File: src/rtl/gw2a_ddr_rdalign_pkg.sv
// Shared definitions for the GW2A DDR read-data alignment block.
package gw2a_ddr_rdalign_pkg;
  typedef enum logic [2:0] {
    ST_IDLE, ST_WAIT, ST_CAPTURE, ST_CHECK, ST_DONE, ST_FAIL
  } state_t;

  // bit i is the i-th bit out on the wire: 1,0,0,1,1,1,0,1
  localparam logic [7:0] TRAIN_PAT = 8'hB9;
  localparam int CAP_LEN = 8;
  localparam int OUT_LAT = 4;
endpackage

File: src/rtl/gw2a_ddr_lane_align.sv
// One DDR lane: half-cycle history, training-pattern offset search and
// variable-delay realignment of the Q0/Q1 pair.
module gw2a_ddr_lane_align
  import gw2a_ddr_rdalign_pkg::*;
(
  input  logic       PCLK,
  input  logic       RESETN,
  input  logic       in_q0,
  input  logic       in_q1,
  input  logic       snap,
  input  logic [2:0] k_sel,
  input  logic       out_en,
  output logic [2:0] k_res,
  output logic       k_ok,
  output logic       out_q0,
  output logic       out_q1
);
  logic [15:0] hist;
  logic [7:0]  hit;
  logic [2:0]  k_low;
  logic [8:0]  win;
  logic [3:0]  i0, i1;

  always_ff @(posedge PCLK or negedge RESETN)
    if (!RESETN) hist <= '0;
    else         hist <= {hist[13:0], in_q0, in_q1};

  // When snap is high, hist[15-p] holds half-cycle position p of the burst
  always_comb begin
    hit = '1;
    for (int k = 0; k < 8; k++)
      for (int i = 0; i < 8; i++)
        if (hist[15-k-i] != TRAIN_PAT[i]) hit[k] = 1'b0;
    k_low = 3'd0;
    for (int k = 7; k >= 0; k--)
      if (hit[k]) k_low = 3'(k);
  end

  always_ff @(posedge PCLK or negedge RESETN)
    if (!RESETN) begin
      k_res <= '0;
      k_ok  <= 1'b0;
    end else if (snap) begin
      k_res <= k_low;
      k_ok  <= |hit;
    end

  // win[m] is m half-cycles older than the current in_q0; k=7 needs the live bit
  assign win    = {hist[7:0], in_q0};
  assign i0     = 4'd8 - {1'b0, k_sel};
  assign i1     = 4'd7 - {1'b0, k_sel};
  assign out_q0 = out_en & win[i0];
  assign out_q1 = out_en & win[i1];
endmodule

File: src/rtl/gw2a_ddr_rdalign.sv
// DDR read calibration: finds each lane's arrival offset from repeated
// training bursts, then delivers realigned data at a fixed latency.
module gw2a_ddr_rdalign
  import gw2a_ddr_rdalign_pkg::*;
#(
  parameter int WIDTH   = 8,
  parameter int PASSES  = 4,
  parameter int TIMEOUT = 255
) (
  input  logic               PCLK,
  input  logic               RESETN,
  input  logic               calib_req,
  input  logic               rd_en,
  input  logic [WIDTH-1:0]   in_q0,
  input  logic [WIDTH-1:0]   in_q1,
  output logic               calib_busy,
  output logic               calib_done,
  output logic               calib_fail,
  output logic [3*WIDTH-1:0] lane_offset,
  output logic               out_valid,
  output logic [WIDTH-1:0]   out_q0,
  output logic [WIDTH-1:0]   out_q1
);
  localparam int TW = $clog2(TIMEOUT + 1);
  localparam int PW = $clog2(PASSES + 1);

  state_t                state, state_nxt;
  logic [TW-1:0]         tmo_cnt;
  logic [PW-1:0]         pass_cnt;
  logic [2:0]            cap_cnt;
  logic                  rd_en_d;
  logic [OUT_LAT:1]      vld_pipe;
  logic [WIDTH-1:0][2:0] k_res, cand, offs;
  logic [WIDTH-1:0]      k_ok;
  logic                  snap, cand_ld, pass_inc, off_ld;

  assign snap = (state == ST_CAPTURE) && (cap_cnt == 3'(CAP_LEN - 1));

  always_comb begin
    state_nxt = state;
    cand_ld   = 1'b0;
    pass_inc  = 1'b0;
    off_ld    = 1'b0;
    case (state)
      ST_WAIT:
        if (rd_en && !rd_en_d)                    state_nxt = ST_CAPTURE;
        else if (tmo_cnt == TW'(TIMEOUT - 1))     state_nxt = ST_FAIL;
      ST_CAPTURE:
        if (cap_cnt == 3'(CAP_LEN - 1))           state_nxt = ST_CHECK;
      ST_CHECK:
        if (!(&k_ok) || (pass_cnt != '0 && k_res != cand)) state_nxt = ST_FAIL;
        else begin
          pass_inc = 1'b1;
          cand_ld  = (pass_cnt == '0);
          if (pass_cnt == PW'(PASSES - 1)) begin
            state_nxt = ST_DONE;
            off_ld    = 1'b1;
          end else state_nxt = ST_WAIT;
        end
      default: ;
    endcase
    // a request from any state restarts, dropping whatever was in flight
    if (calib_req) begin
      state_nxt = ST_WAIT;
      cand_ld   = 1'b0;
      pass_inc  = 1'b0;
      off_ld    = 1'b0;
    end
  end

  always_ff @(posedge PCLK or negedge RESETN)
    if (!RESETN) begin
      state    <= ST_IDLE;
      tmo_cnt  <= '0;
      pass_cnt <= '0;
      cap_cnt  <= '0;
      rd_en_d  <= 1'b0;
      vld_pipe <= '0;
      cand     <= '0;
      offs     <= '0;
    end else begin
      state    <= state_nxt;
      rd_en_d  <= rd_en;
      vld_pipe <= {vld_pipe[OUT_LAT-1:1], rd_en};
      tmo_cnt  <= (state == ST_WAIT && state_nxt == ST_WAIT && !calib_req) ?
                  tmo_cnt + 1'b1 : '0;
      cap_cnt  <= (state == ST_CAPTURE && state_nxt == ST_CAPTURE) ?
                  cap_cnt + 1'b1 : '0;
      if (calib_req)     pass_cnt <= '0;
      else if (pass_inc) pass_cnt <= pass_cnt + 1'b1;
      if (cand_ld) cand <= k_res;
      if (off_ld)  offs <= k_res;
    end

  assign calib_busy  = (state == ST_WAIT) || (state == ST_CAPTURE) || (state == ST_CHECK);
  assign calib_done  = (state == ST_DONE);
  assign calib_fail  = (state == ST_FAIL);
  assign lane_offset = offs;
  assign out_valid   = vld_pipe[OUT_LAT] & calib_done;

  for (genvar n = 0; n < WIDTH; n++) begin : g_lane
    gw2a_ddr_lane_align u_lane (
      .PCLK   (PCLK),
      .RESETN (RESETN),
      .in_q0  (in_q0[n]),
      .in_q1  (in_q1[n]),
      .snap   (snap),
      .k_sel  (offs[n]),
      .out_en (out_valid),
      .k_res  (k_res[n]),
      .k_ok   (k_ok[n]),
      .out_q0 (out_q0[n]),
      .out_q1 (out_q1[n])
    );
  end
endmodule

File: config.mk
export PLATFORM = sky130hd
export DESIGN_NAME = gw2a_ddr_rdalign
export DESIGN_NICKNAME = d
export VERILOG_FILES = /design/src/rtl/gw2a_ddr_rdalign_pkg.sv /design/src/rtl/gw2a_ddr_lane_align.sv /design/src/rtl/gw2a_ddr_rdalign.sv
export SDC_FILE = /design/constraint.sdc
export NUM_CORES = 1
export LEC_CHECK = 0
export CAP_MARGIN = 25
export CORE_UTILIZATION = 60
export DETAILED_ROUTE_END_ITERATION = 8
export HOLD_SLACK_MARGIN = 0.06
export PLACE_DENSITY = 0.8
export SLEW_MARGIN = 15
export SYNTH_ARGS = -nofsm -noshare
export SYNTH_HDL_FRONTEND = slang
export SYNTH_SLANG_ARGS = --single-unit
File: constraint.sdc
create_clock -name PCLK -period 3.8 [get_ports PCLK]
set_input_delay 0.57 -clock PCLK [delete_from_list [all_inputs] [get_ports PCLK]]
set_output_delay 0.57 -clock PCLK [all_outputs]
set_load 0.02 [all_outputs]
==> flow_summary_export.csv <==
group,metric,value,unit
global_route,antenna_found_initial,0,
sta,fin_worst_skew,0.00805,ns
cts,cts_tree,"done",
die,pin_count,64,
setup_path,critPathMaxFanout,9,
logic_synthesis,synth_top_area_cell,"dfrtp_1",
status,run_status,"complete, no violations",
route,met3_length,1.56,mm
logic_synthesis,synth-edff-count,0,
die,rows,49,
route,viasPerCell,6.43,
cts,cts-htree-levels,1,
cts,clk_latency,0.52,ns
logic_synthesis,async_flop_share,1.00,
placed_design,port-buffer-count,63,
setup_path,crit_chain,"inv_1, ha_1, mux4_2, nand2b_1, o211ai_1, a21oi_1, clkdlybuf4s50_1",
job,cap_violations,0,
route,wl_met1,11.2,mm
setup_path,cp_top_family,"buffers and inverters",
cts,postCtsSetupBuffers,0,
logic_synthesis,synth-seq-cells,229,
setup_path,cp_data_arrival_time,2.91,ns
cts,cts_resized,0,
cts,clockBufferDepth,3,
cts,ctsHoldBuffers,0,
logic_synthesis,syn-num-nets,1051,
route,wl_per_cell,19.0,um
power_and_ir_drop,p_leak,5.56,nW
route,met2_wirelength,11.5,mm
setup_path,path_buf_inv,2,
setup_path,cpPeakStageDelay,0.65,ns
setup_path,required,3.23,ns
sta,max_slew.worst_pin.slew,0.724,ns
sta,finalSetupTns,0,ns
sta,setup_viol,0,
route,ant_nets,0,
layout,area.growth.synth_to_final,13.3,%
logic_synthesis,synthFlopType,"dfrtp_1",
logic_synthesis,ys_top_cells_by_area,"dfrtp_1 (51%), mux4_2 (5.2%), nor2_1 (3.0%)",
global_route,grt_pass1_wl,42.9,mm
logic_synthesis,ys_top_cells_by_count,"dfrtp_1 (229), nor2_1 (91), nand2_1 (48)",
route,top_layer,"met4",
logic_synthesis,avgSynthCellArea,11.2,um^2
worst_hold_path,hold_path_class,"in -> async",
route,drtIter0Drc,756,
layout,fin_area,0.0128,mm^2
die,die-area,0.0194,mm^2
logic_synthesis,yosysTopAreaCellShare,0.506,
setup_path,worst_setup_path_start_kind,"register",
logic_synthesis,synthMostInstantiatedCell,"dfrtp_1",
logic_synthesis,synth_area,0.0113,mm^2
placed_design,placed_area,0.0120,mm^2
power_and_ir_drop,power_density,403,mW/mm^2
global_route,grt-ovfl-total,0,
logic_synthesis,syn_inst,1016,
cts,path_clk_slew,0.06,ns
layout,nets,1098,
logic_synthesis,yosysSeqAreaShare,0.506,
global_route,grt_max_degree,99,
route,first_pass_iters,5,
sta,slew_viol_final,0,
setup_path,cp_slowest_cell,"clkdlybuf4s50_1",
die,die_w,139,um
placed_design,place.gp.congestion,0.886,
logic_synthesis,synth_cell_types,69,
cts,cts_root_buf,"clkbuf_16",
logic_synthesis,yosys_warnings,0,
sta,rsz0062_at_grt,"false",
cts,cts_buffers,25,
sta,fin_crit,3.48,ns
route,drt_wl_total,24.9,mm
placed_design,dpl.hpwl,16.1,mm
sta,fin_crit_sh,0.915,
cts,clock-sinks,229,
global_route,grt_usage,0.270,
layout,n_antenna_cell,0,
die,core_area,0.0182,mm^2
setup_path,crit_type,"reg -> out",
die,fp.dieH,139,um
sta,timing.slew.headroom,0.517,
global_route,first_global_vias,8220,
route,drcViolationCount,0,
sta,hold_viol,0,
route,routed-via-count,8422,
sta,max_freq,0.288,GHz
die,initial_core_util,0.622,
setup_path,endpoint_kind,"output pin",
layout,drive_above_1_share,0.111,
power_and_ir_drop,peakVddDrop,0.358,mV
==> worst reg2reg max path, delay by kind of cell (launching register included) <==
family | cells | cell delay [ns]
simple gates | 3 | 0.48
flops | 1 | 0.39
compound gates | 1 | 0.19
buf+inv | 2 | 0.65
fa+ha+maj | 2 | 0.32
==> report_power, final <==
part | total, mW | leakage (nW) | switching (mW) | internal [mW]
logic | 0.221 | 2.40 | 0.112 | 0.109
registers | 2.62 | 2.76 | 0.107 | 2.52
clock network | 2.34 | 0.399 | 0.941 | 1.40
total | 5.18 | 5.56 | 1.16 | 4.02
==> layer usage <==
metal	global-route usage	vias to the layer above
met4	0.0830	0
met3	0.0389	57
met5	0	-
met1	0.394	4212
li1	-	3861
met2	0.420	292
==> logic make-up (layout without fill, tap and decap cells) <==
logic type,Yosys count,count (layout),synth area share
DFF,229,229,0.506
and+or+nand+nor,411,411,0.213
xor gates and xnor gates,38,38,0.0294
adders and majority gates,15,15,0.0166
buffers and inverters,92,156,0.0413
AOI/OAI and AO/OA,160,160,0.0929
muxes,71,71,0.102
==> state kept, by name (all words and copies together), names as in the netlist <==
signal,flops
tmo_cnt,8
state,3
pass_cnt,3
lane_offset,24
g_lane.u_lane.k_ok,8
cap_cnt,3
g_lane.u_lane.hist,128
vld_pipe,4
g_lane.u_lane.k_res,24
cand,24
==> per-stage QoR <==
stage	hold WS, ns	setup WS (ns)	power (mW)	instances	util
final	0.0884	0.324	5.18	1309	0.705
after global routing	0.155	0.104	5.35	1309	0.705
after CTS	0.111	0.321	5.22	1309	0.705
after detailed placement	0.335	0.848	2.89	1265	0.661
after global placement	0.333	0.886	2.88	1265	0.661
after floorplan	0.274	1.11	2.76	1016	-
==> path summary, 6_finish.rpt <==
check	start	endpoint	slack, ns	depth (start not counted)
max in group asynchronous	RESETN	g_lane[4].u_lane.hist[0]	2.83	2
worst max-delay path	lane_offset[9]	out_q0[3]	0.32	7
worst min register to register	vld_pipe[2]	vld_pipe[3]	0.35	0
worst max register to register	pass_cnt[1]	lane_offset[19]	1.64	8
min in group PCLK	vld_pipe[2]	vld_pipe[3]	0.35	0
worst min-delay path	RESETN	g_lane[1].u_lane.hist[11]	0.09	1
==> area by class of cell <==
| cell class | instances | area [um^2] |
|---|---|---|
| Timing Repair Buffer | 78 | 761 |
| Inverter | 34 | 128 |
| Multi-Input combinational cell | 695 | 5140 |
| Fill cell | 1290 | 5360 |
| Clock buffer | 41 | 786 |
| Tap cell | 229 | 287 |
| Clock inverter | 3 | 15.0 |
| Sequential cell | 229 | 5730 |
==> layout by cell type (no fill, tap or decap), types with 10 or more instances in the layout <==
cell type	Yosys	layout
nor2b_1	16	15
nor2_1	91	91
nor3_1	16	16
clkdlybuf4s50_1	0	62
dfrtp_1	229	229
clkbuf_16	0	25
nand3_1	40	40
o211ai_1	32	32
xor2_1	29	29
o21ai_0	22	22
nand4b_1	19	19
and3_1	12	12
nor4_1	16	16
ha_1	15	15
nor3b_1	10	10
nor4bb_1	17	17
mux2_2	11	11
nand3b_1	17	17
inv_1	34	34
a31oi_1	20	20
clkbuf_8	0	10
mux4_2	26	26
buf_4	19	14
a21oi_1	39	39
nand2_1	48	48
nand4_1	47	47
nand2b_1	26	26
mux2i_1	12	12
mux2_4	20	20
(Power assumes the default switching activity.)
